--- config.mk ---
export PLATFORM = sky130hd
export DESIGN_NAME = ssd_text_scanner
export DESIGN_NICKNAME = d
export VERILOG_FILES = /design/src/rtl/ssd_pkg.sv /design/src/rtl/ssd_glyph_rom.sv /design/src/rtl/ssd_text_scanner.sv
export SDC_FILE = /design/constraint.sdc
export NUM_CORES = 1
export LEC_CHECK = 0
export CAP_MARGIN = 20
export CELL_PAD_IN_SITES_DETAIL_PLACEMENT = 2
export CELL_PAD_IN_SITES_GLOBAL_PLACEMENT = 2
export CORE_UTILIZATION = 43
export CTS_CLUSTER_DIAMETER = 200
export DETAILED_ROUTE_END_ITERATION = 8
export GPL_TIMING_DRIVEN = 0
export PLACE_DENSITY_LB_ADDON = 0.1
export SYNTH_ARGS = -nofsm -noshare
export SYNTH_HDL_FRONTEND = slang
export SYNTH_SLANG_ARGS = --single-unit
--- constraint.sdc ---
create_clock -name clk -period 3.5 [get_ports clk]
set_input_delay 0.35 -clock clk [delete_from_list [all_inputs] [get_ports clk]]
set_output_delay 0.35 -clock clk [all_outputs]
set_load 0.05 [all_outputs]
--- src/rtl/ssd_pkg.sv ---
// Shared types and constants for the seven-segment text scanner: the glyph
// table, the special character codes and the segment bit positions.
package ssd_pkg;

    // Character codes with a fixed meaning on the display.
    localparam logic [7:0] CURSOR_CODE = 8'h5D;
    localparam logic [7:0] BLANK_CODE  = 8'h00;

    // Segment bit positions inside a 7-bit pattern (a is the MSB).
    localparam int SEG_A = 6;
    localparam int SEG_B = 5;
    localparam int SEG_C = 4;
    localparam int SEG_D = 3;
    localparam int SEG_E = 2;
    localparam int SEG_F = 1;
    localparam int SEG_G = 0;

    // Buffer event chosen this cycle after strobe priority has been resolved.
    typedef enum logic [1:0] {
        EV_NONE  = 2'd0,
        EV_CLEAR = 2'd1,
        EV_BKSP  = 2'd2,
        EV_CHAR  = 2'd3
    } event_e;

    // Make code -> active-high abcdefg pattern; unknown codes are blank.
    function automatic logic [6:0] glyph_of(input logic [7:0] code);
        case (code)
            8'h1C:   glyph_of = 7'h77; // A
            8'h24:   glyph_of = 7'h4F; // E
            8'h43:   glyph_of = 7'h30; // I
            8'h44:   glyph_of = 7'h7E; // O
            8'h3C:   glyph_of = 7'h3E; // U
            8'h32:   glyph_of = 7'h1F; // b
            8'h21:   glyph_of = 7'h4E; // C
            8'h23:   glyph_of = 7'h3D; // d
            8'h2B:   glyph_of = 7'h47; // F
            8'h34:   glyph_of = 7'h5F; // G
            8'h33:   glyph_of = 7'h37; // H
            8'h4B:   glyph_of = 7'h0E; // L
            8'h31:   glyph_of = 7'h15; // n
            8'h4D:   glyph_of = 7'h67; // p
            8'h2D:   glyph_of = 7'h05; // r
            8'h1B:   glyph_of = 7'h5B; // S
            8'h2C:   glyph_of = 7'h0F; // t
            8'h5D:   glyph_of = 7'h06; // cursor
            default: glyph_of = 7'h00;
        endcase
    endfunction

endpackage

--- src/rtl/ssd_glyph_rom.sv ---
// Combinational character-code to active-high segment pattern lookup.
module ssd_glyph_rom
    import ssd_pkg::*;
(
    input  logic [7:0] code,
    output logic [6:0] pattern
);

    // Pure table lookup; the scan path registers the result downstream.
    assign pattern = glyph_of(code);

endmodule

--- src/rtl/ssd_text_scanner.sv ---
// Text buffer with write cursor, multiplexed onto a common-anode
// seven-segment display with a blinking cursor digit.
module ssd_text_scanner
    import ssd_pkg::*;
#(
    parameter int NUM_DIGITS  = 4,
    parameter int REFRESH_DIV = 100000,
    parameter int BLINK_DIV   = 25000000,
    parameter bit WRAP        = 1'b1
) (
    input  logic                          clk,
    input  logic                          rst_n,
    input  logic                          char_valid,
    input  logic [7:0]                    char_code,
    input  logic                          backspace,
    input  logic                          clear,
    output logic [6:0]                    seg_n,
    output logic [NUM_DIGITS-1:0]         an_n,
    output logic [$clog2(NUM_DIGITS)-1:0] cursor_pos
);

    localparam int CW = $clog2(NUM_DIGITS);
    localparam int RW = $clog2(REFRESH_DIV);
    localparam int BW = $clog2(BLINK_DIV);

    localparam logic [CW-1:0] LAST_IDX  = CW'(NUM_DIGITS - 1);
    localparam logic [RW-1:0] REF_LAST  = RW'(REFRESH_DIV - 1);
    localparam logic [BW-1:0] BLNK_LAST = BW'(BLINK_DIV - 1);

    logic [7:0]            buf_q [NUM_DIGITS];
    logic [7:0]            buf_d [NUM_DIGITS];
    logic [CW-1:0]         cursor_q, cursor_d;
    logic [CW-1:0]         scan_q, scan_d;
    logic [RW-1:0]         refresh_q, refresh_d;
    logic [BW-1:0]         blink_q, blink_d;
    logic                  phase_q, phase_d;
    logic [6:0]            seg_q, seg_d;
    logic [NUM_DIGITS-1:0] an_q, an_d;

    event_e                ev;
    logic [7:0]            disp_code;
    logic [6:0]            glyph;

    // Resolve strobe priority; a backspace at cursor 0 swallows lower strobes.
    always_comb begin
        ev = EV_NONE;
        if (clear) begin
            ev = EV_CLEAR;
        end else if (backspace) begin
            ev = (cursor_q != '0) ? EV_BKSP : EV_NONE;
        end else if (char_valid) begin
            ev = EV_CHAR;
        end
    end

    // Buffer and cursor next state.
    // NOTE: every combinational output gets a default first so no path can infer a latch.
    always_comb begin
        buf_d    = buf_q;
        cursor_d = cursor_q;
        case (ev)
            EV_CLEAR: begin
                for (int i = 0; i < NUM_DIGITS; i++) buf_d[i] = BLANK_CODE;
                cursor_d = '0;
            end
            EV_BKSP: begin
                buf_d[cursor_q - CW'(1)] = BLANK_CODE;
                cursor_d                 = cursor_q - CW'(1);
            end
            EV_CHAR: begin
                buf_d[cursor_q] = char_code;
                if (cursor_q != LAST_IDX) cursor_d = cursor_q + CW'(1);
                else if (WRAP)            cursor_d = '0;
                else                      cursor_d = LAST_IDX;
            end
            default: ;
        endcase
    end

    // Refresh divider, scan index and cursor blink timing.
    always_comb begin
        refresh_d = refresh_q + RW'(1);
        scan_d    = scan_q;
        if (refresh_q == REF_LAST) begin
            refresh_d = '0;
            scan_d    = (scan_q == LAST_IDX) ? '0 : scan_q + CW'(1);
        end

        blink_d = blink_q + BW'(1);
        phase_d = phase_q;
        if (ev != EV_NONE) begin
            blink_d = '0;
            phase_d = 1'b1;
        end else if (blink_q == BLNK_LAST) begin
            blink_d = '0;
            phase_d = ~phase_q;
        end
    end

    // Pick the character for the scanned digit, overlaying the cursor glyph.
    always_comb begin
        disp_code = buf_q[scan_q];
        if (scan_q == cursor_q && phase_q) disp_code = CURSOR_CODE;
        an_d         = '1;
        an_d[scan_q] = 1'b0;
        seg_d        = ~glyph;
    end

    ssd_glyph_rom u_glyph_rom (
        .code    (disp_code),
        .pattern (glyph)
    );

    // All state, including the text buffer, with asynchronous reset.
    // NOTE: sequential state uses non-blocking assignments so every flop samples pre-edge values.
    always_ff @(posedge clk or negedge rst_n) begin
        if (!rst_n) begin
            // NOTE: the text buffer is reset too, since a blank display after reset is visible behaviour.
            for (int i = 0; i < NUM_DIGITS; i++) buf_q[i] <= BLANK_CODE;
            cursor_q  <= '0;
            scan_q    <= '0;
            refresh_q <= '0;
            blink_q   <= '0;
            phase_q   <= 1'b0;
            seg_q     <= 7'h7F;
            an_q      <= '1;
        end else begin
            for (int i = 0; i < NUM_DIGITS; i++) buf_q[i] <= buf_d[i];
            cursor_q  <= cursor_d;
            scan_q    <= scan_d;
            refresh_q <= refresh_d;
            blink_q   <= blink_d;
            phase_q   <= phase_d;
            seg_q     <= seg_d;
            an_q      <= an_d;
        end
    end

    assign seg_n      = seg_q;
    assign an_n       = an_q;
    assign cursor_pos = cursor_q;

endmodule

==> metrics.txt, run 1 <==
post-synthesis area per instance=10.8 µm²; Fmax=0.403 GHz; port bufs=24; status=complete, no violations; Layout area overhead=13.8%; Final ANT Viol Nets=0; number of global-route vias before repair=3849; initial antenna violation count=0; worst hold path type=in -> async; pin count of the biggest net entering global routing=53; Multi-input gate area=2170 µm²; worst path arrival time=2.74 ns; gr ovfl total=0; Switching Fraction=0.283; initial DRC count=126; Gate Count Post-Synth=424; Initial Util=0.443; asr flop ratio synth=1.00; Core Util, Final=0.505; RSZ-0062 raised after global routing=no; FF+latch area=2270 µm²; CTS root buf=clkbuf_8; Final Cycle Share=0.708; # hold bufs at CTS=0; DRC=0; Final Max Tran Viols=0; synth top area cells=dfrtp_1, dfstp_2, xnor2_1; DR WL/cell=20.1 µm; NetSw=0.579 mW; crit-path max FO=10; share of the synthesized area in the top cell type=0.432; sequential share of power=0.529; Die Wd=105 µm; Relative slew margins=0.481; Clock Pin Slew Worst Setup and Hold Paths=0.10 ns; Post-Route WL=12200 µm; die area=11100 µm²; Mapped Nets=449; Required @ worst endpoint=3.76 ns; clock sink count=90; register bit total from synthesis=90; H-Tree Depth=3; combinational power share=0.127; Post-synth EDFFs=0; startpoint types=flip-flop; HPWL Detailed=8410 µm; first-pass GRT wire length=20200 µm; nets=488; Min Clock Period, post-route=2.48 ns; Setup WS post-layout=1.02 ns; CTS max path bufs=2; DR pass1 iterations=5; CTS tree=built; Worst-Margin Slew=0.778 ns; dpl ws=0.664 ns; post_cts resized=0; Internal=1.47 mW; core area=10300 µm²; fillers=1052; reg-to-reg slack, setup=1.02 ns; Placement Rows=37; die height=105 µm; setup bufs post-CTS=0; Netlist cell types=56; Pwr Density=393 nW/µm²; Fin Clk Skew=0.0102 ns; GRT Overall Usage=0.236; Setup-failing EPs final=0; gpl congestion=0.778; Final Hold Viols=0; CP Capture Type=flip-flop; Clk pwr share=0.344; via count=3489; total chip power=2.05 mW; IO Count=26; synth warn=0; Crit Path Category=reg -> reg; Max-Cap Viols=0; worst vdd ir=0.000240 V; P_leak=2.11 nW; post-synth top area cell=dfrtp_1; Cell Area, Synth=4580 µm²; Via density=5.78; hold_ws=0.00569 ns; CTS buffer count=9; Ant. Diodes=0; layout cells sized above 1=0.126; Main synth FF type=dfrtp_1; clk_lat worst skew=0.38 ns; Seq/Total Area, Yosys=0.495
==> per-stage QoR <==
| step | instance area [µm²] | TNS [ns] | std cells |
|---|---|---|---|
| after floorplan | 4580 | 0 | 424 |
| after global placement | 4990 | -103.44 | 584 |
| after detailed placement | 5000 | 0 | 585 |
| after CTS | 5190 | 0 | 601 |
| after global routing | 5210 | 0 | 604 |
| final | 5210 | 0 | 604 |
==> kinds of logic after synthesis <==
kind of cell,after synthesis,share of synthesized area
mux,11,0.0498
fa+ha+maj,12,0.0328
compound gates,58,0.104
simple gates,182,0.208
xor+xnor,42,0.0804
flops,90,0.495
buf+inv,29,0.0298
==> sequential cells by signal (all words and copies together) (netlist names) <==
| signal | flops |
|---|---|
| an_n | 4 |
| blink_q | 25 |
| buf_q | 32 |
| cursor_pos | 2 |
| phase_q | 1 |
| refresh_q | 17 |
| scan_q | 2 |
| seg_n | 7 |
==> final cells by class <==
type | instances | share of cell area
inverters | 14 | 0.0101
repair buffers | 28 | 0.0524
clock inverters | 4 | 0.00480
flip-flops and latches | 90 | 0.435
well taps | 136 | 0.0327
plain buffers | 15 | 0.0161
clock buffers | 12 | 0.0317
multi-input cells | 305 | 0.417
==> layer usage <==
layer	global-route usage	wire, µm	part of all wire
met1	0.306	5580	0.46
met4	0.0855	207	0.017
met5	0	0	0
met3	0.0430	370	0.030
met2	0.396	6000	0.49
==> worst max-delay path, stage by stage, from the launching register on <==
cell	delay [ns]
dfrtp_1	0.45
nor4b_1	0.41
nand4_1	0.17
nor4_1	0.26
and3_1	0.25
clkbuf_1	0.41
mux2_2	0.40
==> final timing paths <==
path	start	depth (start not counted)	end
worst max-delay path	refresh_q[12]$_DFF_PN0_	6	scan_q[1]$_DFFE_PN0N_
worst min-delay path	rst_n	1	blink_q[11]$_DFF_PN0_
worst max register to register	refresh_q[12]$_DFF_PN0_	6	scan_q[1]$_DFFE_PN0N_
worst min register to register	blink_q[0]$_DFF_PN0_	1	blink_q[0]$_DFF_PN0_
max in group asynchronous	rst_n	2	buf_q[27]$_DFFE_PN0P_
min in group clk	blink_q[0]$_DFF_PN0_	1	blink_q[0]$_DFF_PN0_
==> Yosys cell counts (3+ instances only) <==
| library cell | n |
|---|---|
| a22o_1 | 24 |
| a221oi_1 | 3 |
| a211oi_1 | 5 |
| clkbuf_1 | 6 |
| nor2b_1 | 6 |
| inv_1 | 14 |
| mux4_2 | 4 |
| nor3b_1 | 4 |
| and3_1 | 6 |
| mux4_1 | 4 |
| nor3_1 | 14 |
| ha_1 | 12 |
| nand3_1 | 28 |
| nor2_1 | 48 |
| nand4_1 | 9 |
| a21oi_1 | 14 |
| dfstp_2 | 11 |
| nand2_1 | 33 |
| and4_1 | 3 |
| buf_2 | 4 |
| xnor2_1 | 27 |
| xor2_1 | 15 |
| dfrtp_1 | 79 |
| buf_6 | 3 |
| nor4_1 | 9 |
==> power by group through the flow <==
stage / clock, mW / combinational (mW) / sequential [mW]
2_1_floorplan: 0 / 0.121 / 1.13
3_3_place_gp: 0 / 0.245 / 1.10
3_5_place_dp: 0 / 0.257 / 1.10
4_1_cts: 0.722 / 0.259 / 1.08
6_report: 0.704 / 0.259 / 1.08
5_1_grt: 0.753 / 0.281 / 1.09
==> cells in the final DEF (no fill, tap or decap), types with 14 or more instances in the layout <==
master           Yosys  routed
nor2_1              48      48
nor3_1              14      14
nand3_1             28      28
xor2_1              15      15
xnor2_1             27      27
a21oi_1             14      14
a22o_1              24      24
nand2_1             33      33
clkdlybuf4s50_1      0      23
dfrtp_1             79      79
inv_1               14      14
(Power assumes the default switching activity.)
==> inputs of run 2 (changes only) <==
CORE_UTILIZATION = 40   (was 43)
clock period = 2.6 ns   (was 3.5 ns; I/O delays follow)
==> metrics.txt, run 2 (synthesis gave the netlist of run 1 again) <==
Crit Path Category=reg -> reg; core area=11000 µm²; Core Util, Final=0.485; CTS root buf=clkbuf_16; Setup-failing EPs final=0; reg-to-reg slack, setup=0.16 ns; Worst path max stage delay=0.68 ns; P_leak=2.16 nW; Post-Route WL=12100 µm; CTS max path bufs=2; Fin Clk Skew=0.00396 ns; combinational power share=0.115; Pwr Density=575 nW/µm²; clock sink count=90; worst vdd ir=0.000318 V; Placement Rows=38; GRT Overall Usage=0.224; DR WL/cell=19.8 µm; DR pass1 iterations=4; CTS buffer count=9; DRC=0; Final Max Tran Viols=0; Required @ worst endpoint=2.86 ns; HPWL Detailed=8470 µm; via count=3397; hold_ws=0.482 ns; critical path, cell by cell=mux4_1 > buf_2 > nor3b_1 > nand3_1 > o221ai_2 > nor4_1; crit-path max FO=10; Largest register FFs=32; Setup WS post-layout=0.158 ns; status=complete, no violations; worst hold path type=in -> async; sequential share of power=0.477; Min Clock Period, post-route=2.44 ns; Internal=2.26 mW; Clk pwr share=0.408; number of global-route vias before repair=3809; Reg-to-Reg Start=scan_q[1]$_DFFE_PN0N_; RSZ-0062 raised after global routing=no; commonest non-fill, non-tap cell in the layout=dfrtp_1; Ant. Diodes=0; Reg-to-Reg End=seg_n[1]$_DFF_PN1_; aggregate negative setup slack=0 ns; Clock Pin Slew Worst Setup and Hold Paths=0.06 ns; initial DRC count=88; CTS tree=built; CP Capture Type=flip-flop; clk_lat worst skew=0.35 ns; Worst Reg-to-Reg Cells=6; Worst-Margin Slew=0.857 ns; first-pass GRT wire length=20200 µm; Biggest register=buf_q; Via density=5.59; H-Tree Depth=3; Relative slew margins=0.428; most frequent cells in the layout=dfrtp_1, nor2_1, nand2_1; worst path arrival time=2.70 ns; Fmax=0.409 GHz; nets=488; initial antenna violation count=0; Layout area overhead=16.3%; Max-Cap Viols=0; NetSw=0.808 mW; port bufs=24; Die Wd=109 µm; Initial Util=0.417; layout cells sized above 1=0.124; CP max-delay cell=mux4_1; Final Cycle Share=0.939; Final ANT Viol Nets=0; Final Hold Viols=0; Switching Fraction=0.264; pin count of the biggest net entering global routing=53; die area=11900 µm²; startpoint types=flip-flop; gpl congestion=0.789; gr ovfl total=0; dpl ws=-0.108 ns; IO Count=26; biggest regs=buf_q x32, blink_q x25, refresh_q x17; die height=109 µm
-- run 2: cell count changes in the layout (fill, tap and decap cells not counted), moves of 2 or more --
cell	before	now
buf_2	6	4
buf_4	1	3
clkbuf_1	6	9
clkbuf_16	0	9
clkbuf_8	12	2
-- run 2: power groups by stage --
stage / sequential [mW] / clock (mW) / combinational [mW]
floorplan: 1.52 / 0 / 0.162
global placement: 1.48 / 0 / 0.331
detailed placement: 1.49 / 0 / 0.349
CTS: 1.46 / 1.28 / 0.358
global route: 1.46 / 1.33 / 0.386
finish: 1.46 / 1.25 / 0.353
-- run 2: metrics by stage --
step	cells	cell area [µm²]	power, mW
after floorplan	424	4580	1.69
after global routing	608	5330	3.18
after detailed placement	591	5020	1.84
after CTS	608	5320	3.10
after global placement	588	4990	1.81
final	608	5330	3.06
-- run 2: area by class of cell --
class,count,area (µm²)
multi-input cells,305,2190
plain buffers,15,83.8
fillers,1132,5660
inverters,14,52.6
well taps,140,175
repair buffers,28,283
flip-flops and latches,90,2270
clock inverters,2,12.5
clock buffers,14,264
-- run 2: worst max-delay path by stage --
stage / end / slack, ns / cells past startpoint / startpoint
floorplan: buf_q[24]$_DFFE_PN0P_ / 0.46 / 4 / cursor_pos[0]$_DFFE_PN0P_
global placement: buf_q[9]$_DFFE_PN0P_ / -2.16 / 1 / rst_n
detailed placement: buf_q[26]$_DFFE_PN0P_ / -0.11 / 6 / char_valid
CTS: seg_n[4]$_DFF_PN1_ / 0.06 / 5 / scan_q[0]$_DFFE_PN0N_
global route: buf_q[30]$_DFFE_PN0P_ / 0.005 / 6 / char_valid
finish: seg_n[1]$_DFF_PN1_ / 0.16 / 6 / scan_q[1]$_DFFE_PN0N_
-- run 2: critical path, delay by kind of cell (launching register included) --
| kind | cells | cell delay, ns |
|---|---|---|
| DFF | 1 | 0.46 |
| AOI/OAI and AO/OA | 1 | 0.33 |
| buffers and inverters | 1 | 0.23 |
| muxes | 1 | 0.68 |
| and+or+nand+nor | 3 | 0.65 |
-- run 2: per-layer routing --
layer  vias up  routed length [µm]  track usage
li1       1605                   -            -
met1      1750                5680        0.292
met2        30                5950        0.376
met3        12                 247       0.0341
met4         0                 182       0.0830
met5         -                   0            0
-- run 2: repair_timing --
action	CTS	global route
setup buffers	0	0
endpoints found under the hold margin	44	0
endpoints found under the setup margin	8	6
hold buffers	1	0
resized for setup	1	2
==> patch 1, RTL diff (settings of run 2) <==
The parameter `REFRESH_DIV` goes from 100000 to 25000.
--- a/src/rtl/ssd_text_scanner.sv
+++ b/src/rtl/ssd_text_scanner.sv
@@ -6,3 +6,3 @@
     parameter int NUM_DIGITS  = 4,
-    parameter int REFRESH_DIV = 100000,
+    parameter int REFRESH_DIV = 25000,
     parameter int BLINK_DIV   = 25000000,
Formal check against the unedited RTL: same outputs for any inputs over 4 cycles, from zero or initial values and one cycle with rst_n low; that may be too few to reach the edited logic, so the function may still have changed.
==> patch 1 against run 2 <==
- synthesized area fell by 4.5%
- sequential cell count is 2 lower
- worst setup slack gained 0.023 ns
- wire length shrank 3.5%
- cell area down 5.6%
- die area shrank 4.4%
- sequential share of layout area grew 1.5 points
- power fell by 12%
==> patch 1: results (changes against run 2) <==
[pwr]
p_leak_nw=2.149  ; -0.30%

[status]
status=completed

[yosys]
synthesis.nets=429  ; -4.5%
synthTopCellsByArea=dfrtp_1 (44%), dfstp_2 (6.6%), a22o_1 (4.8%), xor2_1 (4.6%), nor2_1 (4.4%)
avgSynthCellArea_um2=10.82  ; +0.27%
synth_common_cells=dfrtp_1 (77), nor2_1 (51), nand3_1 (33)
ys_seq_area_frac=0.5067  ; +0.01164
netlist-cell-type-count=52  ; -7.1%

[place]
place_congestion=0.7852  ; -0.49%
hpwl_um=8232  ; -2.9%
pre_cts_ws_ns=-0.1784  ; -0.07037 ns
placedCellCount=567  ; -4.1%

[timing]
clock_skew_ns=0.01202  ; +0.008062 ns
worst_pin_slew_ns=0.9514  ; +0.09410 ns
fin_ws_ns=0.1809  ; +0.02289 ns
hold_ws_ns=0.3156  ; -0.1662 ns

[global_route]
grt_start_max_net_pins=71  ; +34%
grt_pass1_vias=3714  ; -2.5%
grt_pass1_wl_um=19860  ; -1.5%
grt_use_total=0.2273  ; +0.003240

[route]
first_iter_violations=160  ; +82%
viasPerCell=5.649  ; +1.1%
num_vias=3299  ; -2.9%

[clock_network]
cts_root_buf=clkbuf_8
clk_pin_slew_ns=0.09  ; +0.03 ns

[finish]
final_nets=468  ; -4.1%
drive_gt1_frac=0.1138  ; -0.01009

[worst_setup_path]
slowest_stage=mux4_2
critPathMaxStageDelay_ns=0.63  ; -0.05 ns

patch 1: cell types whose count changed in the layout (fill, tap and decap cells not counted), moves of 3 or more:
cell / delta
a21oi_1: -5
a31oi_1: +4
and4_1: -3
clkbuf_16: -9
clkbuf_8: +7
mux4_1: -3
mux4_2: +3
nand2_1: -6
nand3_1: +5
nand4_1: -3
nor3_1: -6
nor4_1: -4
xnor2_1: -10
xor2_1: +8
patch 1: cell type report:
type,instances,area (µm²)
Timing Repair Buffer,28,290.3
Inverter,14,52.55
Fill cell,1092,5435
Clock inverter,4,47.55
Sequential cell,88,2216
Tap cell,136,170.2
Multi-Input combinational cell,288,2037
Clock buffer,12,135.1
Buffer,14,78.83
patch 1: what timing repair did:
| action | 4_1_cts | 5_1_grt |
|---|---|---|
| endpoints found under the setup margin | 8 | 10 |
| hold buffers | 1 | 0 |
| endpoints found under the hold margin | 11 | 0 |
| gates resized for setup | 1 | 2 |
| setup buffers | 0 | 0 |
| cloned | 0 | 0 |
patch 1: worst paths after layout:
check                        startpoint      endpoint  cells after the start
max                           scan_q[0]      seg_n[1]                      7
min                               rst_n     buf_q[10]                      2
max reg2reg                   scan_q[0]      seg_n[1]                      7
min reg2reg                refresh_q[0]  refresh_q[0]                      1
max in group asynchronous         rst_n       an_n[2]                      3
min in group clk                  clear       phase_q                      3
patch 1: logic make-up after synthesis:
family / count (synthesis) / share of synthesized area
AOI/OAI and AO/OA: 63 / 0.1130
muxes: 8 / 0.04206
xor gates and xnor gates: 40 / 0.08011
buffers and inverters: 28 / 0.03004
DFF: 88 / 0.5067
adders and majority gates: 12 / 0.03433
and+or+nand+nor: 165 / 0.1937
patch 1: layer usage:
layer / GRT usage / routed length [µm] / up-vias
met5: 0 / 0 / -
met2: 0.4003 / 6062 / 45
met4: 0.06654 / 146 / 0
li1: - / - / 1516
met3: 0.03985 / 267 / 13
met1: 0.2848 / 5164 / 1725
patch 1: power by group:
part           total (mW)  leakage, nW  internal [mW]  switching (mW)
logic               0.337        0.893          0.113           0.224
registers            1.43         1.17           1.40          0.0257
clock network       0.945       0.0904          0.443           0.501
total                2.71         2.15           1.96           0.751
patch 1: metrics by stage:
| step | power (mW) | util |
|---|---|---|
| 2_1_floorplan | 1.635 | - |
| 5_1_grt | 2.824 | 0.4805 |
| 6_report | 2.708 | 0.4805 |
| 3_5_place_dp | 1.787 | 0.4610 |
| 3_3_place_gp | 1.764 | 0.4572 |
| 4_1_cts | 2.745 | 0.4800 |
patch 1: worst max-delay path, delay by kind of cell (launching register included):
family | cells | cell delay (ns)
AOI/OAI and AO/OA | 3 | 0.64
DFF | 1 | 0.40
muxes | 1 | 0.63
buffers and inverters | 1 | 0.20
and+or+nand+nor | 2 | 0.47
==> patch 2, RTL diff (flow settings as in run 2) <==
Without the edit above. Put one more register stage on the output `seg_n`, with the module's reset. The value now appears one clock later. The other outputs are not delayed to match.
--- a/src/rtl/ssd_text_scanner.sv
+++ b/src/rtl/ssd_text_scanner.sv
@@ -138,3 +138,9 @@
 
-    assign seg_n      = seg_q;
+    always_ff @(posedge clk or negedge rst_n) begin
+        if (!rst_n) begin
+            seg_n <= '0;
+        end else begin
+            seg_n <= seg_q;
+        end
+    end
     assign an_n       = an_q;
Formal check against the unedited RTL: not equivalent (a bounded check fails within 4 cycles, from zero or initial values and one cycle with rst_n low).
==> patch 2 against run 2 <==
- the run now ends with DRC left
- power rose by 6.5%
- synthesized area up 3.8%
- sequential cell count is 7 higher
- non-clock buffer count is the same
- worst setup slack better by 0.020 ns
- wire length about the same
- utilization down 0.52 points
- cell area is 3.7% higher
- critical path type unchanged
- highest routed layer unchanged
==> patch 2: results (changes against run 2) <==
[status]
status=finished with violations
violations=DRC

[place]
placedCellCount=601  ; +1.7%
hpwl_um=8502  ; +0.33%
dpl_cell_area_um2=5209  ; +3.7%

[hold_path]
hold_path_class=reg2reg

[pwr]
peakVddDrop_uv=401.6  ; +26%
p_leak_nw=2.235  ; +3.7%
p_int_mw=2.446  ; +8.4%

[worst_setup_path]
r2r_setup_slack_ns=0.18  ; +0.02 ns
slowest_stage=mux4_2
ff2ff_path_depth=7  ; +1

[yosys]
synthTopCellsByArea=dfrtp_1 (45%), dfstp_2 (6.1%), xnor2_1 (5.0%), a22o_1 (4.4%), nor2_1 (3.8%)
synthAdderAreaFrac=0.03160  ; -0.001209
ys_seq_area_frac=0.5137  ; +0.01861
synth_xor_area_frac=0.07741  ; -0.002963

[timing]
clock_skew_ns=0.006435  ; +0.002476 ns
hold_ws_ns=0.3889  ; -0.09293 ns
post-route-period-util=0.9317  ; -0.007581

[finish]
drive_gt1_frac=0.1200  ; -0.003932
final_nets=495  ; +1.4%

[global_route]
grt_util_met2=0.3539  ; -0.02168
grtUsageMet3=0.02843  ; -0.005640

[route]
met3_length_um=254  ; +2.8%
num_vias=3465  ; +2.0%
drcViolationCount=2  ; +2

-- patch 2: changes by cell type after synthesis, sizes merged --
cell,change
dfrtp,+7
-- patch 2: area by class of cell --
type | instances | area, µm²
Sequential cell | 97 | 2441
Fill cell | 1189 | 5992
Clock buffer | 13 | 250.2
Tap cell | 143 | 178.9
Timing Repair Buffer | 28 | 287.8
Buffer | 15 | 83.83
Clock inverter | 3 | 42.54
Inverter | 14 | 52.55
Multi-Input combinational cell | 305 | 2187
-- patch 2: power by group through the flow --
stage,combinational [mW],sequential [mW],clock (mW)
floorplan,0.162,1.64,0
detailed placement,0.351,1.61,0
global placement,0.330,1.61,0
global route,0.382,1.58,1.41
finish,0.350,1.58,1.34
CTS,0.355,1.58,1.37
-- patch 2: critical path, delay by kind of cell (launching register included) --
kind            cells  cell delay (ns)
buf+inv             2             0.36
simple gates        2             0.55
compound gates      2             0.43
mux                 1             0.55
flops               1             0.43
